$ cat src/rtl/tx_byte_arbiter_pkg.sv
`default_nettype none
// +----------------------------------------------------------------------+
// | Module      : tx_byte_arbiter_pkg                                    |
// | Description : Shared types and constants for the TX byte arbiter.    |
// | Revision    : 1.0                                                    |
// +----------------------------------------------------------------------+
package tx_byte_arbiter_pkg;

  typedef logic [1:0] arb_state_t;

  localparam arb_state_t c_ST_IDLE  = 2'd0;
  localparam arb_state_t c_ST_FETCH = 2'd1;
  localparam arb_state_t c_ST_SEND  = 2'd2;

  // Descriptor length is carried at its widest; users keep the low bits.
  localparam int unsigned c_DESC_LEN_MAX_W = 32;

  typedef struct packed {
    logic [c_DESC_LEN_MAX_W-1:0] len;
  } tx_desc_t;

  function automatic logic [1:0] onehot2(input logic idx);
    return idx ? 2'b10 : 2'b01;
  endfunction

endpackage
`default_nettype wire

$ cat src/rtl/tx_rr_arb2.sv
`default_nettype none
// +----------------------------------------------------------------------+
// | Module      : tx_rr_arb2                                             |
// | Description : Two-way round-robin grant, pointer moves on accept.    |
// | Revision    : 1.0                                                    |
// +----------------------------------------------------------------------+
module tx_rr_arb2 (
  input  logic       clk,
  input  logic       rst,
  input  logic [1:0] i_req,
  input  logic       i_accept,
  output logic       o_any,
  output logic       o_gnt
);

  // r_rr names the requester that loses the next tie.
  logic r_rr;

  always_comb begin
    o_any = |i_req;
    case (i_req)
      2'b01:   o_gnt = 1'b0;
      2'b10:   o_gnt = 1'b1;
      2'b11:   o_gnt = ~r_rr;
      default: o_gnt = 1'b0;
    endcase
  end

  always_ff @(posedge clk) begin
    if (rst) begin
      r_rr <= 1'b1;
    end else if (i_accept) begin
      r_rr <= o_gnt;
    end
  end

endmodule
`default_nettype wire

$ cat src/rtl/tx_byte_arbiter.sv
`default_nettype none
// +----------------------------------------------------------------------+
// | Module      : tx_byte_arbiter                                        |
// | Description : Arbitrates two word queues onto one LSB-first byte     |
// |               stream, one message per grant, length-truncated.       |
// | Revision    : 1.0                                                    |
// +----------------------------------------------------------------------+
module tx_byte_arbiter #(
  parameter int unsigned WIDTH     = 32,
  parameter int unsigned LEN_WIDTH = 16
) (
  input  logic                   clk_i,
  input  logic                   rst_i,
  input  logic [1:0]             desc_valid_i,
  output logic [1:0]             desc_ready_o,
  input  logic [2*LEN_WIDTH-1:0] desc_len_i,
  input  logic [1:0]             data_valid_i,
  output logic [1:0]             data_ready_o,
  input  logic [2*WIDTH-1:0]     data_i,
  output logic                   source_valid_o,
  input  logic                   source_ready_i,
  output logic [7:0]             source_data_o,
  output logic                   source_last_o,
  output logic                   source_id_o,
  output logic                   busy_o
);
  import tx_byte_arbiter_pkg::*;

  localparam int unsigned          c_BYTES     = WIDTH / 8;
  localparam int unsigned          c_WB_W      = $clog2(c_BYTES) + 1;
  localparam logic [LEN_WIDTH-1:0] c_BYTES_LEN = LEN_WIDTH'(c_BYTES);
  localparam logic [LEN_WIDTH-1:0] c_ONE_LEN   = LEN_WIDTH'(1);
  localparam logic [c_WB_W-1:0]    c_BYTES_WB  = c_WB_W'(c_BYTES);
  localparam logic [c_WB_W-1:0]    c_ONE_WB    = c_WB_W'(1);

  generate
    if ((WIDTH % 8) != 0 || WIDTH == 0) begin : g_bad_width
      $error("tx_byte_arbiter: WIDTH must be a non-zero multiple of 8");
    end
    if (LEN_WIDTH > c_DESC_LEN_MAX_W || LEN_WIDTH < c_WB_W) begin : g_bad_len
      $error("tx_byte_arbiter: LEN_WIDTH out of supported range");
    end
  endgenerate

  arb_state_t           r_state;
  logic [LEN_WIDTH-1:0] r_remaining;
  logic [c_WB_W-1:0]    r_wbytes;
  logic [WIDTH-1:0]     r_sreg;
  logic                 r_gnt;

  logic                 w_any;
  logic                 w_gnt;
  logic                 w_accept;
  tx_desc_t             w_desc;
  logic                 w_word_valid;
  logic [WIDTH-1:0]     w_word;
  logic [c_WB_W-1:0]    w_fill;

  assign w_accept = (r_state == c_ST_IDLE) && w_any;

  tx_rr_arb2 u_arb (
    .clk      (clk_i),
    .rst      (rst_i),
    .i_req    (desc_valid_i),
    .i_accept (w_accept),
    .o_any    (w_any),
    .o_gnt    (w_gnt)
  );

  always_comb begin
    w_desc = '0;
    w_desc.len[LEN_WIDTH-1:0] = w_gnt ? desc_len_i[2*LEN_WIDTH-1:LEN_WIDTH]
                                      : desc_len_i[LEN_WIDTH-1:0];
  end

  assign w_word_valid = r_gnt ? data_valid_i[1] : data_valid_i[0];
  assign w_word       = r_gnt ? data_i[2*WIDTH-1:WIDTH] : data_i[WIDTH-1:0];
  // A short tail word only carries the bytes the message still needs.
  assign w_fill       = (r_remaining >= c_BYTES_LEN) ? c_BYTES_WB
                                                     : r_remaining[c_WB_W-1:0];

  assign desc_ready_o   = w_accept ? onehot2(w_gnt) : 2'b00;
  assign data_ready_o   = (r_state == c_ST_FETCH) ? onehot2(r_gnt) : 2'b00;
  assign source_valid_o = (r_state == c_ST_SEND);
  assign source_data_o  = r_sreg[7:0];
  assign source_last_o  = (r_state == c_ST_SEND) && (r_remaining == c_ONE_LEN);
  assign source_id_o    = r_gnt;
  assign busy_o         = (r_state != c_ST_IDLE);

  always_ff @(posedge clk_i) begin
    if (rst_i) begin
      r_state     <= c_ST_IDLE;
      r_remaining <= '0;
      r_wbytes    <= '0;
      r_sreg      <= '0;
      r_gnt       <= 1'b0;
    end else begin
      case (r_state)
        c_ST_IDLE: begin
          if (w_accept) begin
            r_gnt       <= w_gnt;
            r_remaining <= w_desc.len[LEN_WIDTH-1:0];
            r_state     <= (w_desc.len != '0) ? c_ST_FETCH : c_ST_IDLE;
          end
        end
        c_ST_FETCH: begin
          if (w_word_valid) begin
            r_sreg   <= w_word;
            r_wbytes <= w_fill;
            r_state  <= c_ST_SEND;
          end
        end
        c_ST_SEND: begin
          if (source_ready_i) begin
            r_sreg      <= r_sreg >> 8;
            r_remaining <= r_remaining - c_ONE_LEN;
            r_wbytes    <= r_wbytes - c_ONE_WB;
            if (r_remaining == c_ONE_LEN) begin
              r_state <= c_ST_IDLE;
            end else if (r_wbytes == c_ONE_WB) begin
              r_state <= c_ST_FETCH;
            end
          end
        end
        default: r_state <= c_ST_IDLE;
      endcase
    end
  end

endmodule
`default_nettype wire

$ cat config.mk
export PLATFORM = sky130hd
export DESIGN_NAME = tx_byte_arbiter
export DESIGN_NICKNAME = d
export VERILOG_FILES = /design/src/rtl/tx_byte_arbiter_pkg.sv /design/src/rtl/tx_rr_arb2.sv /design/src/rtl/tx_byte_arbiter.sv
export SDC_FILE = /design/constraint.sdc
export NUM_CORES = 1
export LEC_CHECK = 0
export CAP_MARGIN = 40
export CORE_MARGIN = 2
export CORE_UTILIZATION = 40
export CTS_BUF_LIST = sky130_fd_sc_hd__clkbuf_16
export CTS_CLUSTER_DIAMETER = 60
export DETAILED_ROUTE_END_ITERATION = 8
export PLACE_DENSITY = 0.69
export SLEW_MARGIN = 10
export SYNTH_ARGS = -nofsm -noshare
export SYNTH_HDL_FRONTEND = slang
export SYNTH_SLANG_ARGS = --single-unit
$ cat constraint.sdc
create_clock -name clk_i -period 2.5 [get_ports clk_i]
set_input_delay 0.375 -clock clk_i [delete_from_list [all_inputs] [get_ports clk_i]]
set_output_delay 0.375 -clock clk_i [all_outputs]
set_load 0.05 [all_outputs]
[Word level (Yosys, flattened, before mapping)]
Index checks and enable logic that the tools add are counted.
Cells by class
  $add $sub $neg: 2
  order comparisons: 1
  eq/ne operators: 10
  muxes and demuxes: 25
  bitwise logic cells: 1
  reduce and logical (&&, ||, !) cells: 12
Operators with widths (number)
  $mux 32: 3
  $pmux 32 s2: 1
  $mux 16: 3
  $pmux 16 s2: 1
  $reduce_bool 32->1: 1
  $mux 2: 9
  $eq 16x1->1 const B: 1
  $ge 16x3->1 const B: 1
  $sub 16x1->16 const B: 1
  $mux 3: 3
  $eq 2x2->1 const B: 3
  $pmux 2 s3: 1
  $pmux 3 s2: 1
  $reduce_and 3->1: 2
  $reduce_bool 2->1: 3
  $ne 2x2->1 const B: 2
  $reduce_and 4->1: 1
  $eq 3x1->1 const B: 1
  $ne 3x1->1 const B: 1
  $sub 3x1->3 const B: 1
  $eq 2x1->1 const B: 1
  $logic_and 1x1->1: 2
  $logic_not 2->1: 1
  $mux 1: 2
  other kinds (5): 5
Storage, ports and cells
  bits in registers: 55
  input bits: 103
  output and inout port bits: 16
  word-level logic and storage cells: 57

[Longest topological paths before layout]
Gate-level depths: netlist of the first run.
  depth after elaboration: 7
  depth in mapped cells: 8
  gate-level depth less buffers: 7

[Hierarchy]
From an unflattened synthesis of the first run, not the netlist that was laid out.
Unflattened totals
  cell total of the unflattened synthesis: 447
  area, all modules: 3404.5 µm²
By module, submodules not included
  tx_byte_arbiter: times used 1, cells an instance 442, area an instance 3355.7 µm², seq. area each 1081.0 µm²
  tx_rr_arb2: times used 1, cells an instance 5, area an instance 48.8 µm², seq. area each 20.0 µm²

[Worst setup path before layout of the first run]
No wires, ideal clock.
  path kind: register to register
  from: reg r_gnt, in the netlist source_id_o
  to: reg r_sreg[31]
  setup time: 128 ps
  arrival time: 2158 ps
  data required time: 2372 ps
  path slack: 215 ps
  stages on the path, launching flop included: 8
  path buffers: 2
  period minus slack after synthesis: 2285 ps
  cells stage by stage: dfxtp_1 > buf_2 > mux2_2 > a22oi_1 > clkbuf_1 > nor3_1 > a21oi_1 > nor2_1
Between the ends
  longest elaborated chain between the ends: 3
  elaborated cells between the ends (all ways): 6
  those cells by class: eq/ne (1); mux (4); reduce/logical (1)
Ends and longest elaborated chain
  from (decl): RTL line tx_byte_arbiter.sv:49  | logic r_gnt;
  from (signal assigned): RTL line tx_byte_arbiter.sv:101  | r_gnt <= w_gnt;
  $mux 32 or $mux 1 (tied branches): RTL line tx_byte_arbiter.sv:77, tx_byte_arbiter.sv:76
  $mux 32 or $ne 2x2->1 (tied branches)
  $pmux 32 s2 or $reduce_and 3->1 (tied branches)
  to (signal assigned): RTL line tx_byte_arbiter.sv:108  | r_sreg <= w_word;
  to (signal assigned): RTL line tx_byte_arbiter.sv:115  | r_sreg <= r_sreg >> 8;
  to (decl): RTL line tx_byte_arbiter.sv:48  | logic [WIDTH-1:0] r_sreg;
Parallel ways exist; a longest one is shown, timed or not. The select of a mux whose other input is x is not followed.
A chain may end at the register's enable or synchronous reset.

[Worst setup path in the final report of the first run]
  from: reg r_remaining[0]
  to: out source_last_o
Between the ends
  longest elaborated chain between the ends: 2
Ends and longest elaborated chain
  from (decl): RTL line tx_byte_arbiter.sv:46  | logic [LEN_WIDTH-1:0] r_remaining;
  from (signal assigned): RTL line tx_byte_arbiter.sv:102  | r_remaining <= w_desc.len[LEN_WIDTH-1:0];
  from (signal assigned): RTL line tx_byte_arbiter.sv:116  | r_remaining <= r_remaining - c_ONE_LEN;
  $eq 16x1->1: RTL line tx_byte_arbiter.sv:86  | assign source_last_o = (r_state == c_ST_SEND) && (r_remaining == c_ONE_LEN);
  $logic_and 1x1->1: RTL line tx_byte_arbiter.sv:86
  to (decl): RTL line tx_byte_arbiter.sv:23  | output logic source_last_o,
Every way passes these cells.

==> results of run 1 <==
cell type report:
class / instances / area, um^2
fillers: 739 / 3450
multi-input cells: 340 / 2050
repair buffers: 127 / 1300
flip-flops and latches: 55 / 1100
well taps: 105 / 131
clock buffers: 5 / 125
inverters: 10 / 37.5
clock inverters: 3 / 20.0
worst reg2reg max path, stage by stage (launching register included):
cell,delay [ns]
dfxtp_1,0.37
or4_1,0.57
or4_1,0.43
nor3_2,0.22
a31oi_1,0.08
o221a_2,0.25
layout by cell type, fill, tap and decap left out, drive strengths merged, types with 2 or more instances in the layout:
cell type      instances
clkdlybuf4s50        113
nor2                  75
a21oi                 61
dfxtp                 55
mux2i                 39
a211oi                33
nand2                 27
o21ai                 21
nor3                  20
buf                   14
nor4                  11
inv                   10
nand3                  9
nand4                  5
ha                     5
clkbuf                 5
or4                    3
o221a                  3
a21o                   2
a32o                   2
nor3b                  2
a32oi                  2
a221oi                 2
nand2b                 2
a22oi                  2
clkinv                 2
flip-flops by register name, indices dropped and copies added (netlist names):
| signal | count |
|---|---|
| r_sreg | 32 |
| r_remaining | 16 |
| r_wbytes | 3 |
| r_state | 2 |
| source_id_o | 1 |
| u_arb.r_rr | 1 |
worst max-delay path by stage:
stage	endpoint	slack, ns
final	source_last_o	0.15
after detailed placement	desc_ready_o[1]	0.38
after CTS	source_last_o	0.19
after global placement	desc_ready_o[1]	0.39
after floorplan	r_sreg[31]	0.21
after global routing	source_last_o	0.09
through the flow:
step / std cells / utilization (%) / hold slack, ns / worst slack [ns] / instance area (um^2)
after floorplan: 448 / - / 0.449 / 0.215 / 3380
after global routing: 645 / 58.0 / 0.434 / 0.0875 / 4760
after global placement: 637 / 56.2 / 0.468 / 0.394 / 4620
after CTS: 645 / 58.0 / 0.405 / 0.190 / 4760
final: 645 / 58.0 / 0.403 / 0.151 / 4760
after detailed placement: 637 / 56.2 / 0.476 / 0.379 / 4620
cell families (layout without fill, tap and decap cells):
| logic type | count (synthesis) | after routing | share of synthesized area [%] |
|---|---|---|---|
| and+or+nand+nor | 159 | 159 | 21.3 |
| adders and majority gates | 5 | 5 | 1.85 |
| DFF | 55 | 55 | 32.6 |
| muxes | 40 | 40 | 11.9 |
| buffers and inverters | 53 | 145 | 6.99 |
| AOI/OAI and AO/OA | 136 | 136 | 25.4 |
power groups by stage:
stage | clock network, mW | logic (mW) | registers, mW
after floorplan | 0 | 1.92 | 1.37
after global placement | 0 | 2.58 | 1.42
after detailed placement | 0 | 2.62 | 1.43
after CTS | 0.703 | 2.64 | 1.41
after global routing | 0.730 | 2.92 | 1.46
final | 0.690 | 2.64 | 1.42
layer usage:
layer | vias to the layer above | GRT usage, % | part of all wire (%)
met4 | 0 | 5.83 | 1.4
met2 | 78 | 33.0 | 50
li1 | 1796 | - | -
met3 | 13 | 3.29 | 4.2
met5 | - | 0 | 0
met1 | 1627 | 27.5 | 45
==> results_dict.tcl, run 1 <==
set metrics [dict create \
    status "complete, no violations" \
    cts_buffers 5 \
    synth_common_cells "75 x nor2_1, 61 x a21oi_1, 55 x dfxtp_1, 39 x mux2i_1, 30 x a211oi_1" \
    reg2reg_slack_ns 0.48 \
    cp_max_fo 6 \
    power_density_nw_per_um2 995 \
    path_buf_inv 1 \
    worstSetupPathDepth 5 \
    setup-tns-final_ns 0 \
    max-slew-margin-rel_pct 62.0 \
    ir_drop_v 0.000905 \
    syn_avg_cell_area_um2 7.55 \
    async_reset_ff_share_pct 0 \
    finalWirelength_um 9360 \
    start_kind "flip-flop" \
    critical_path.top_delay_family "simple AND/OR/NAND/NOR gates" \
    whs_endpoint "u_arb.r_rr" \
    hold_buffers 0 \
    cap_violations 0 \
    syn_to_final_growth_pct 40.9 \
    crit_start "r_remaining[0]" \
    vias 3514 \
    drv_slew 0 \
    synth_edf_count 0 \
    hold_depth 3 \
    worstMarginPinSlew_ns 0.570 \
    cp_slowest_cell "dfxtp_1" \
    grt.overflow.total 0 \
    antenna_cells 0 \
    syn_nets 556 \
    clkSinkCount 55 \
    drc 0 \
    path_cells "ha_1 -> nor4b_1 -> nand4_1 -> nor2_1 -> buf_12" \
    fmax_mhz 426 \
    hold_viol 0 \
    hp-start "rst_i" \
    die_area_um2 9210 \
    cts_max_level 2 \
    clock-root-buffer "clkbuf_16" \
    die_x_um 96.0 \
    ys_warn_count 0 \
    crit_required_ns 2.12 \
    final.period_utilization_pct 93.9 \
    yosysSeqAreaShare_pct 32.6 \
    yosysMostFrequentCell "nor2_1" \
    power.clock.fraction_pct 14.5 \
    netlist.top_cell.by_area "dfxtp_1" \
    p_comb_share_pct 55.6 \
    finalClockSkew_ns 0.00527 \
    drtIter0Drc 159 \
    core_um2 8220 \
    ant_nets 0 \
    antenna_found_initial 0 \
    p_leak_nw 1.78 \
    post_cts_resized 0 \
    critPathMaxStageDelay_ns 0.45 \
    io_buffer_count 118 \
    row_count 33 \
    die_h_um 96.0 \
    p_int_mw 2.59 \
    ff2ff_path_depth 5 \
    track_usage_pct 20.2 \
    clock_path_buffers 2 \
    wire_per_inst_um 14.5 \
    grt_pass1_vias 3211 \
    swShare_pct 45.3 \
    clk_latency_ns 0.29 \
    endpoint_kind "primary output" \
    rsz0062_at_grt "false" \
    switching_power_mw 2.15 \
    initial_core_util_pct 41.2 \
    via_per_inst 5.45 \
    worstPathArrival_ns 1.97 \
    crit_type "flip-flop to primary output" \
    hold_class "input pin to flip-flop" \
    dr.pass1.iters 4 \
    synth_flop_cell "dfxtp_1" \
    drive_above_1_share_pct 6.85 \
    ioPinCount 119 \
    post_cts_buffers 0 \
    finalSetupViolCount 0 \
    power_mw 4.74 \
    nets 647 \
    cts_tree "built" \
    fin_crit_ns 2.35 \
    r2r-end "r_wbytes[2]" \
    grt_max_degree 78 \
    synthTopCellsByArea "dfxtp_1 33%, mux2i_1 12%, a21oi_1 9.0%" \
    synthDistinctLibCells 43 \
    syn_inst 448 \
    clk_pin_slew_ns 0.07 \
    dp_hpwl_um 6920 \
    ys_seq_elements 55 \
    reg2reg_from "r_remaining[4]" \
    synth_area_um2 3380 \
    routabilityCongestion 0.879 \
    grt_pass1_wl_um 14900 \
    yosysTopAreaCellShare_pct 32.6 \
    pwr-share-seq_pct 29.8 \
]
Power figures use the tool's default switching activity.
==> inputs of run 2 (changes only) <==
--- a/config.mk
+++ b/config.mk
@@ -6,7 +6,7 @@
 export NUM_CORES = 1
 export LEC_CHECK = 0
 export CAP_MARGIN = 40
-export CORE_MARGIN = 2
+export CORE_MARGIN = 10
 export CORE_UTILIZATION = 40
 export CTS_BUF_LIST = sky130_fd_sc_hd__clkbuf_16
 export CTS_CLUSTER_DIAMETER = 60
==> results_dict.tcl, run 2 (synthesis gave the netlist of run 1 again) <==
set metrics [dict create \
    clock-root-buffer "clkbuf_16" \
    power_density_nw_per_um2 1030 \
    routabilityCongestion 0.871 \
    cts_buffers 5 \
    finalWirelength_um 10300 \
    dr.pass1.iters 4 \
    fin_crit_ns 2.29 \
    reg2reg_slack_ns 0.44 \
    hold_slack_ns 0.466 \
    clk_latency_ns 0.29 \
    crit_required_ns 2.12 \
    path_cells "inv_1 -> ha_1 -> nor4b_1 -> nand4_1 -> nor2_1 -> buf_12" \
    core_um2 8220 \
    largest_reg_flops 32 \
    clk_pin_slew_ns 0.07 \
    antenna_found_initial 0 \
    die_area_um2 12500 \
    drc 0 \
    cap_violations 0 \
    cp_max_fo 5 \
    hold_buffers 0 \
    final_core_util_pct 58.5 \
    layoutNonFillerInstCount 645 \
    cp_slowest_cell "dfxtp_1" \
    worstSetupPathDepth 6 \
    drtIter0Drc 230 \
    p_leak_nw 1.81 \
    post_cts_buffers 0 \
    post_cts_resized 0 \
    pre_cts_slack_ns 0.376 \
    top_regs "r_sreg x32, r_remaining x16, r_wbytes x3" \
    power_mw 4.95 \
    worstMarginPinSlew_ns 0.529 \
    largest_register "r_sreg" \
    die_h_um 112 \
    drv_slew 0 \
    clkSinkCount 55 \
    path_buf_inv 2 \
    final.period_utilization_pct 91.8 \
    initial_core_util_pct 41.2 \
    hold_depth 2 \
    status "complete, no violations" \
    grt_pass1_wl_um 16500 \
    hp-start "rst_i" \
    grt_max_degree 78 \
    track_usage_pct 15.3 \
    rsz0062_at_grt "false" \
    via_per_inst 5.42 \
    final.setup.worst_slack_ns 0.206 \
    max-slew-margin-rel_pct 64.6 \
    finalSetupViolCount 0 \
    antenna_cells 0 \
    row_count 33 \
    critical_path.top_delay_family "simple AND/OR/NAND/NOR gates" \
    syn_to_final_growth_pct 42.2 \
    ant_nets 0 \
    fmax_mhz 436 \
    wire_per_inst_um 15.9 \
    clock_path_buffers 2 \
    worstPathArrival_ns 1.92 \
    cts_tree "built" \
    grt.overflow.total 0 \
    setup-tns-final_ns 0 \
    endpoint_kind "primary output" \
    critPathMaxStageDelay_ns 0.35 \
    place_inst 637 \
    whs_endpoint "r_sreg[30]" \
    place_area_um2 4620 \
    ioPinCount 119 \
    hold_class "input pin to flip-flop" \
    drive_above_1_share_pct 6.85 \
    nets 647 \
    crit_type "flip-flop to primary output" \
    cts_max_level 2 \
    start_kind "flip-flop" \
    stdcell_area_um2 4810 \
    vias 3497 \
    ir_drop_v 0.000732 \
    finalClockSkew_ns 0.00499 \
    hold_viol 0 \
    final_cell_mix "113 x clkdlybuf4s50_1, 75 x nor2_1, 61 x a21oi_1" \
    layout_commonest_cell "clkdlybuf4s50_1" \
    io_buffer_count 118 \
    reg2reg_from "r_remaining[4]" \
    r2r-end "r_wbytes[2]" \
    ff2ff_path_depth 5 \
    dp_hpwl_um 7890 \
    grt_pass1_vias 3361 \
    die_x_um 112 \
]
==> run 2: area by class of cell <==
type	count	area [um^2]
clock buffer	5	125
clock inverter	3	63.8
fill	755	3410
inverter	10	37.5
multi-input combinational	340	2050
sequential	55	1100
tap	105	131
timing repair buffer	127	1300
==> run 2: routing by layer <==
metal  up-vias  share of wire [%]  track usage [%]
met5         -                  0                0
met4         0               0.82             3.55
met3        10                5.1             3.49
met2       106                 51             27.0
met1      1582                 43             18.3
li1       1799                  -                -
==> run 2: how the worst max path moves through the flow <==
stage | start | endpoint | slack (ns)
after floorplan | source_id_o | r_sreg[31] | 0.21
after global placement | desc_valid_i[1] | desc_ready_o[1] | 0.40
after detailed placement | desc_valid_i[1] | desc_ready_o[1] | 0.38
after CTS | r_state[0] | data_ready_o[1] | 0.22
after global routing | r_remaining[1] | source_last_o | 0.07
final | r_remaining[1] | source_last_o | 0.21
==> run 2: where the power goes <==
group	total, mW	switching (mW)	leakage (nW)	internal (mW)
Combinational	2.65	1.59	1.26	1.06
Clock	0.880	0.310	0.0952	0.570
Sequential	1.42	0.259	0.451	1.16
Total	4.95	2.16	1.81	2.79
==> run 2: worst register-to-register path, stage by stage (launching register included) <==
cell	delay, ns
dfxtp_1	0.38
or4_1	0.58
or4_1	0.43
nor3_2	0.23
a31oi_1	0.08
o221a_2	0.25
==> inputs of run 3 (changes only) <==
--- a/config.mk
+++ b/config.mk
@@ -5,13 +5,12 @@
 export SDC_FILE = /design/constraint.sdc
 export NUM_CORES = 1
 export LEC_CHECK = 0
-export CAP_MARGIN = 40
 export CORE_MARGIN = 10
-export CORE_UTILIZATION = 40
+export CORE_UTILIZATION = 30
 export CTS_BUF_LIST = sky130_fd_sc_hd__clkbuf_16
 export CTS_CLUSTER_DIAMETER = 60
 export DETAILED_ROUTE_END_ITERATION = 8
-export PLACE_DENSITY = 0.69
+export PLACE_DENSITY = 0.54
 export SLEW_MARGIN = 10
 export SYNTH_ARGS = -nofsm -noshare
 export SYNTH_HDL_FRONTEND = slang
==> results_dict.tcl, run 3 (synthesis gave the netlist of run 1 again) <==
set metrics [dict create \
    vias 3512 \
    row_count 38 \
    hold_slack_ns 0.378 \
    fin_crit_ns 2.28 \
    hold_viol 0 \
    nets 652 \
    clock-root-buffer "clkbuf_16" \
    grt_pass1_wl_um 18000 \
    initial_core_util_pct 30.9 \
    worstMarginPinSlew_ns 0.532 \
    dr.pass1.iters 4 \
    power_density_nw_per_um2 999 \
    post_cts_resized 0 \
    clkSinkCount 55 \
    hold_depth 2 \
    clk_latency_ns 0.29 \
    top_regs "r_sreg x32, r_remaining x16, r_wbytes x3" \
    power_mw 4.85 \
    clk_pin_slew_ns 0.07 \
    ant_nets 0 \
    status "complete, no violations" \
    wire_per_inst_um 16.2 \
    dp_hpwl_um 8690 \
    hold_buffers 0 \
    final_cell_mix "113 x clkdlybuf4s50_1, 75 x nor2_1, 61 x a21oi_1" \
    layout_commonest_cell "clkdlybuf4s50_1" \
    path_cells "nor2b_1 -> and2_1 -> clkdlybuf4s50_1" \
    cts_max_level 2 \
    cp_slowest_cell "clkdlybuf4s50_1" \
    grt_pass1_vias 3511 \
    worstPathArrival_ns 1.90 \
    final.period_utilization_pct 91.1 \
    die_h_um 126 \
    syn_to_final_growth_pct 43.7 \
    largest_reg_flops 32 \
    die_area_um2 15900 \
    cts_tree "built" \
    io_buffer_count 118 \
    ir_drop_v 0.000691 \
    drtIter0Drc 184 \
    finalSetupViolCount 0 \
    via_per_inst 5.13 \
    antenna_cells 0 \
    cts_buffers 5 \
    routabilityCongestion 0.818 \
    cap_violations 0 \
    regArea_um2 1100 \
    drive_above_1_share_pct 7.89 \
    ff2ff_path_depth 5 \
    post_cts_buffers 0 \
    cp_max_fo 7 \
    crit_type "flip-flop to primary output" \
    largest_register "r_sreg" \
    antenna_found_initial 0 \
    drc 0 \
    grt.overflow.total 0 \
    hold_class "input pin to flip-flop" \
    setup-tns-final_ns 0 \
    track_usage_pct 13.3 \
    max-slew-margin-rel_pct 64.5 \
    die_x_um 126 \
    fillCellCount 1119 \
    start_kind "flip-flop" \
    fmax_mhz 439 \
    p_leak_nw 1.81 \
    finalClockSkew_ns 0.00572 \
    drv_slew 0 \
    ioPinCount 119 \
    critPathMaxStageDelay_ns 0.80 \
    grt_max_degree 78 \
    rsz0062_at_grt "false" \
    multi_input_comb_area_um2 2050 \
    finalWirelength_um 11100 \
    core_um2 10900 \
    crit_required_ns 2.12 \
    endpoint_kind "primary output" \
    clock_path_buffers 2 \
]
-- run 3: final cells by class --
class / count / area share (%)
tap: 140 / 3.61
clock buffer: 5 / 2.58
inverter: 10 / 0.773
sequential: 55 / 22.7
timing repair buffer: 132 / 27.7
clock inverter: 3 / 0.412
multi-input combinational: 340 / 42.2
-- run 3: per-stage QoR --
step           cells  worst slack, ns  area, um^2  utilization, %
2_1_floorplan    448            0.215        3380               -
3_3_place_gp     677            0.396        4710            43.1
3_5_place_dp     677            0.363        4710            43.1
4_1_cts          685            0.202        4860            44.4
5_1_grt          685            0.155        4860            44.4
6_report         685            0.223        4860            44.4
-- run 3: critical path, delay by kind of cell, from the launching register on --
kind,cells,cell delay [ns]
buf+inv,1,0.80
flops,1,0.44
simple gates,2,0.36
-- run 3: worst paths after layout --
kind / startpoint / to / slack [ns]
min: rst_i / r_wbytes[1] / 0.38
max: r_state[0] / data_ready_o[1] / 0.22
max reg2reg: r_remaining[4] / r_wbytes[0] / 0.43
min reg2reg: r_remaining[14] / r_remaining[14] / 0.49
-- run 3: where the power goes --
| part | leakage [nW] | switching (mW) | internal (mW) | total, mW |
|---|---|---|---|---|
| Sequential | 0.451 | 0.258 | 1.16 | 1.42 |
| Combinational | 1.29 | 1.62 | 1.12 | 2.74 |
| Clock | 0.0658 | 0.322 | 0.370 | 0.692 |
-- run 3: metal layers --
metal	up-vias	track usage (%)	share of wire [%]
li1	1810	-	-
met3	4	2.64	3.8
met4	0	2.61	0.63
met1	1621	16.1	44
met5	-	0	0
met2	77	23.8	51
